`src/rtl/hc283_nibble_sequencer.sv`:
```
// hc283_nibble_sequencer
// Multi-cycle wide adder controller. It time-shares one external 4-bit
// adder slice (74HC283 style: a, b, cin -> sum, cout). Operands come in
// through a start valid/ready handshake. The slice is fed one nibble per
// cycle, least-significant first, and the ripple carry is kept in a register
// between cycles. The W-bit result leaves through a done valid/ready
// handshake.
//
// Optional build macro HC283_SEQ_SUB_EN adds the op_sub input. When op_sub
// is set at accept, operand B is inverted and the carry-in is forced to 1,
// so the block computes A - B. res_cout = 1 then means no borrow (A >= B).
//
// NIBBLES must be in 1..16, and IDXW must satisfy 2**IDXW >= NIBBLES.
module hc283_nibble_sequencer #(
  parameter int NIBBLES = 4,
  parameter int IDXW    = 4
) (
  input  logic                 clk,
  input  logic                 rst,
  input  logic                 start_valid,
  output logic                 start_ready,
  input  logic [4*NIBBLES-1:0] op_a,
  input  logic [4*NIBBLES-1:0] op_b,
  input  logic                 op_cin,
`ifdef HC283_SEQ_SUB_EN
  input  logic                 op_sub,
`endif
  output logic [3:0]           add_a,
  output logic [3:0]           add_b,
  output logic                 add_cin,
  input  logic [3:0]           add_sum,
  input  logic                 add_cout,
  output logic                 busy,
  output logic                 done_valid,
  input  logic                 done_ready,
  output logic [4*NIBBLES-1:0] result,
  output logic                 res_cout
);

  localparam int W = 4 * NIBBLES;

  typedef enum logic [1:0] {
    IDLE = 2'd0,
    RUN  = 2'd1,
    DONE = 2'd2
  } state_t;

  state_t          state;
  state_t          state_nxt;

  logic [IDXW-1:0] idx;
  logic [W-1:0]    a_reg;
  logic [W-1:0]    b_reg;
  logic            carry_reg;
  logic [W-1:0]    result_reg;
  logic            res_cout_reg;

  logic            start_acc;
  logic            last_nib;
  logic [W-1:0]    a_sh;
  logic [W-1:0]    b_sh;
  logic [W-1:0]    result_nxt;
  logic [W-1:0]    b_load;
  logic            cin_load;

  assign start_acc = start_valid && (state == IDLE);
  assign last_nib  = (idx == IDXW'(NIBBLES - 1));

  // Operand conditioning at accept: subtraction is A + ~B + 1.
`ifdef HC283_SEQ_SUB_EN
  assign b_load   = op_sub ? ~op_b : op_b;
  assign cin_load = op_sub ? 1'b1  : op_cin;
`else
  assign b_load   = op_b;
  assign cin_load = op_cin;
`endif

  // State register.
  always_ff @(posedge clk or posedge rst) begin
    if (rst) begin
      state <= IDLE;
    end else begin
      state <= state_nxt;
    end
  end

  // Next-state decode: accept in IDLE, step through nibbles, hold in DONE
  // until the host takes the result.
  always_comb begin
    state_nxt = state;
    case (state)
      IDLE: if (start_valid)    state_nxt = RUN;
      RUN:  if (last_nib)       state_nxt = DONE;
      DONE: if (done_ready)     state_nxt = IDLE;
      default:                  state_nxt = IDLE;
    endcase
  end

  // Select the current nibble. The slice inputs are held at zero outside RUN
  // so the shared adder stays quiet.
  always_comb begin
    a_sh    = a_reg >> {idx, 2'b00};
    b_sh    = b_reg >> {idx, 2'b00};
    add_a   = 4'h0;
    add_b   = 4'h0;
    add_cin = 1'b0;
    if (state == RUN) begin
      add_a   = a_sh[3:0];
      add_b   = b_sh[3:0];
      add_cin = carry_reg;
    end
  end

  // Merge the slice sum into the nibble of the result addressed by idx.
  // Other nibbles keep their old value, so the result is not cleared on
  // accept and becomes complete only on entry to DONE.
  always_comb begin
    result_nxt = result_reg;
    for (int n = 0; n < NIBBLES; n++) begin
      if (idx == IDXW'(n)) begin
        result_nxt[4*n +: 4] = add_sum;
      end
    end
  end

  // Datapath registers: operand capture at accept, then nibble write-back and
  // carry ripple once per RUN cycle. The final carry-out is captured as the
  // block leaves RUN.
  always_ff @(posedge clk or posedge rst) begin
    if (rst) begin
      idx          <= '0;
      a_reg        <= '0;
      b_reg        <= '0;
      carry_reg    <= 1'b0;
      result_reg   <= '0;
      res_cout_reg <= 1'b0;
    end else begin
      case (state)
        IDLE: begin
          if (start_acc) begin
            a_reg     <= op_a;
            b_reg     <= b_load;
            carry_reg <= cin_load;
            idx       <= '0;
          end
        end
        RUN: begin
          result_reg <= result_nxt;
          carry_reg  <= add_cout;
          idx        <= idx + IDXW'(1);
          if (last_nib) begin
            res_cout_reg <= add_cout;
          end
        end
        default: begin
        end
      endcase
    end
  end

  assign start_ready = (state == IDLE);
  assign busy        = (state == RUN) || (state == DONE);
  assign done_valid  = (state == DONE);
  assign result      = result_reg;
  assign res_cout    = res_cout_reg;

endmodule

```
`config.mk`:
```
export PLATFORM = sky130hd
export DESIGN_NAME = hc283_nibble_sequencer
export DESIGN_NICKNAME = d
export VERILOG_FILES = /design/src/rtl/hc283_nibble_sequencer.sv
export SDC_FILE = /design/constraint.sdc
export NUM_CORES = 1
export LEC_CHECK = 0
export CORE_UTILIZATION = 45
export DETAILED_ROUTE_END_ITERATION = 8
export DONT_BUFFER_PORTS = 1
export REMOVE_ABC_BUFFERS = 1
export SLEW_MARGIN = 20
export SYNTH_ARGS = -nofsm -noshare
export SYNTH_HDL_FRONTEND = slang
export SYNTH_SLANG_ARGS = --single-unit
```
`constraint.sdc`:
```
create_clock -name clk -period 1.9 [get_ports clk]
set_input_delay 0.475 -clock clk [delete_from_list [all_inputs] [get_ports clk]]
set_output_delay 0.475 -clock clk [all_outputs]
set_load 0.03 [all_outputs]
```
* Yosys cells after proc, flatten, opt, wreduce, memory -nomap -nowiden *
Index checks and enable logic that the tools add are counted.

cells by class
  muxes and demuxes = 11
  add/sub/neg operators = 1
  shift operators = 2
  eq/ne operators = 9
  reductions and logical operators = 12

operator list
  operator                                                                 count
  16-bit by 6-bit right shift with 4-bit output                            2
  4-bit 2-to-1 mux                                                         3
  2-bit AND reduction                                                      6
  4-bit by 2-bit == test with 1-bit output, second input constant          2
  4-bit case mux with 2 select lines                                       1
  2-bit 2-to-1 mux                                                         3
  2-bit case mux with 3 select lines                                       1
  4-bit by 1-bit adder with 4-bit output, second input constant            1
  4-bit by 1-bit == test with 1-bit output, second input constant          1
  4-bit logical NOT                                                        1
  2-bit by 1-bit inequality test with 1-bit output, second input constant  2
  2-bit inequality test, second input constant                             2
  3-bit AND reduction                                                      1
  2-bit by 1-bit == test with 1-bit output, second input constant          1
  2-bit == test, second input constant                                     1
  2-bit logical NOT                                                        1
  1-bit 2-to-1 mux                                                         2
  1-bit case mux with 2 select lines                                       1
  2-bit nonzero test                                                       1
  1-bit logical AND                                                        1
  1-bit logical OR                                                         1

word-level totals
  word-level logic and storage cells = 45
  register bits after elaboration = 56
  input bits = 42

* Longest topological paths before layout *
  word-level depth = 4
  gate-level depth with buffers = 6

* Worst setup path after synthesis *
OpenSTA, ideal clock, no wires.

  path type = register to output
  from = register idx[0]
  to = output add_a[0]
  data required time = 1.425 ns
  path slack = 0.081 ns
  cell stages (with the launch flop) = 4
  arrival time = 1.344 ns
  cells stage by stage = dfrtp_1 buf_4 mux4_2 and2_1

on the way
  word-level cells in the longest chain between the ends = 2

ends and longest elaborated chain
  item                                           line  source
  start: declaration                             51    logic [IDXW-1:0] idx;
  start signal: assignment                       150   idx <= idx + IDXW'(1);
  16-bit by 6-bit right shift with 4-bit output  102   a_sh = a_reg >> {idx, 2'b00};
  4-bit 2-to-1 mux                               107   if (state == RUN) begin
  end: declaration                               28    output logic [3:0] add_a,

Every way passes these cells.

* Final worst setup path *
  from = register idx[0]
  to = output add_a[1]

The elaborated chain is that of the path after synthesis.

==> impl_metrics.yaml <==
global_routing:
  groute.layer.met2.usage_pct: 29.7
  global_route.usage.met3_pct: 6.12
  via_count_of_the_first_global_routing_pass: 1609
  grt_max_degree: 33
  grt_antenna_before_repair: 0
  grt.met1_usage_pct: 21.0
  overflow: 0
  grt_use_total_pct: 17.5
  grt_pass1_wl_um: 7980
  globalRoute.busiestLayer: "met2"
sta:
  slew_headroom_pct: 71.1
  unrepaired_setup_endpoints_after_global_routing: "true"
  max_clock_freq_ghz: 0.481
  hold_slack_ns: 0.116
  worstMarginPinSlew_ns: 0.421
  period_needed_ns: 2.08
  final.setup.worst_slack_ns: -0.178
  setup_violations: 9
  fin_skew_ns: 0.00858
  fin_setup_tns_ns: -1.42
  final_min_period_over_clock_period_pct: 109
  final_max_tran_viols: 0
  finalHoldViolations: 0
floorplan:
  chipHeight_um: 77.3
  io_pins: 71
  die_width_um: 77.3
  initial_core_util_pct: 46.7
  core_region_area_um2: 5470
  fp.dieArea_um2: 5980
  row_count: 27
finish:
  synthToLayoutAreaGrowth_pct: 18.3
  antenna-diode-count: 0
  final_net_count: 249
  layout_cell_share_with_drive_strength_beyond_1_pct: 55.2
routing:
  antenna_violating_nets_post_route: 0
  drc_errors: 0
  dr_total_vias: 1466
  routed_wirelength_um: 4870
  drt_first_pass_iters: 4
  vias_per_instance: 5.37
  routed_wire_length_per_instance_um: 17.8
  drt_first_iter_violations: 39
setup_path:
  critPathCaptureType: "output port"
  worst-setup-path-type: "reg -> out"
  critPathLaunchType: "register"
  critPathMaxFanout: 5
  cp_data_required_time_ns: 1.42
  crit_arrival_ns: 1.60
logic_synthesis:
  yosys-top-cells-area: "dfrtp_1 (55%), mux2_2 (22%), mux4_2 (7.1%)"
  synth_area_um2: 2550
  yosys_warnings: 0
  yosys.area.top_type: "dfrtp_1"
  portion_of_the_post_synthesis_area_used_by_sequential_elements_pct: 54.9
  async_flop_share_pct: 100
  yosysUniqueCellTypes: 28
  syn_avg_cell_area_um2: 14.7
  postSynthCellCount: 174
  synth_top_cell_area_share_pct: 54.9
  main_synth_ff_type: "dfrtp_1"
  synth.ff_latch_count: 56
  synth_edf_count: 0
clocking:
  clk_transition_reported_paths_ns: 0.09
  holdBufCountCts: 0
  ctsRootBufferMaster: "clkbuf_8"
  tritoncts.num_buffers: 5
  cts.path.max_buffers: 2
  clock_tree_from_tritoncts: "done"
  clock-sinks: 56
  cts_htree_levels: 2
  worst_skew_pair.late_latency_ns: 0.30
flow_run:
  cap_viol_max_count: 0
pwr:
  ir_drop_v: 0.000828
  static-leakage-power_nw: 1.31
  total_power_w: 0.00610
  power.density_nw_per_um2: 2020
placement:
  place.port_buffers: 0
  detailedPlace.worstSlack_ns: 0.0492
  place.detailed.hpwl_um: 3580
  gp_congestion: 0.768
outcome:
  violations_in_the_final_reports: "negative setup slack"
  run_status: "finished, violations left"
hold_path:
  hold_path.class: "in -> async"
placed cells by master (no fill, tap or decap), types with 3 or more instances in the layout:
master | Yosys | final
buf_6 | 0 | 12
dfrtp_1 | 56 | 55
nand2_1 | 5 | 5
ha_1 | 7 | 4
clkbuf_8 | 0 | 6
buf_4 | 1 | 14
nand2b_1 | 3 | 3
inv_1 | 6 | 4
mux2_2 | 49 | 49
and2_4 | 2 | 10
mux4_2 | 8 | 8
nand3_1 | 6 | 6
critical path: stages, from the launching register on:
cell and delay [ns]:
dfrtp_1 0.39, buf_6 0.15, mux4_2 0.49, and2_4 0.15
buf_6 0.13
layer usage:
layer	routed length (µm)	share of wire [%]
met5	0	0
met4	44	0.90
met3	304	6.2
met2	2530	52
met1	1990	41
synth_stat cells (2+ instances only):
cell / instances
dfrtp_1: 56
mux2_2: 49
and2_1: 10
mux4_2: 8
ha_1: 7
inv_1: 6
nand3_1: 6
buf_2: 5
nand2_1: 5
nand2b_1: 3
and2_4: 2
logic make-up after synthesis:
kind of cell | count (synthesis) | share of synthesized area (%)
muxes | 59 | 29.5
DFF | 56 | 54.9
buffers and inverters | 14 | 2.50
AOI/OAI and AO/OA | 6 | 2.06
and+or+nand+nor | 32 | 7.64
adders and majority gates | 7 | 3.43
path summary, 6_finish.rpt:
check,to,slack (ns),cells past startpoint,from
min in group clk,result[12],0.31,1,add_sum[0]
max reg2reg,state[0],-0.04,6,idx[0]
min,result[11],0.12,2,rst
min reg2reg,carry_reg,0.51,2,carry_reg
max,add_a[1],-0.18,4,idx[0]
max in group asynchronous,idx[1],1.51,2,rst
repair_timing:
| item | 4_1_cts | 5_1_grt |
|---|---|---|
| buffers inserted | 5 | 2 |
| endpoints found under the setup margin | 9 | 20 |
| pin swaps | 7 | 1 |
| gates resized for setup | 24 | 8 |
area by class of cell:
cell class                      count  area, µm²
Timing Repair Buffer               27        260
Tap cell                           72       90.1
Multi-Input combinational cell    104       1150
Clock inverter                      1       7.51
Inverter                            6       22.5
Fill cell                         486       2450
Clock buffer                        7       86.3
Sequential cell                    56       1400
power breakdown:
group	switching [W]	internal [W]
Sequential	0.000738	0.00179
Combinational	0.00124	0.00167
Clock	0.000359	0.000297
Total	0.00234	0.00375
per-stage QoR:
stage               util [%]  cell area (µm²)  instances
floorplan                  -             2510        166
global placement        50.6             2770        258
detailed placement      50.6             2770        258
CTS                     54.4             2980        271
global route            55.2             3020        273
finish                  55.2             3020        273
Note: power is estimated with default switching activity, not from simulation.
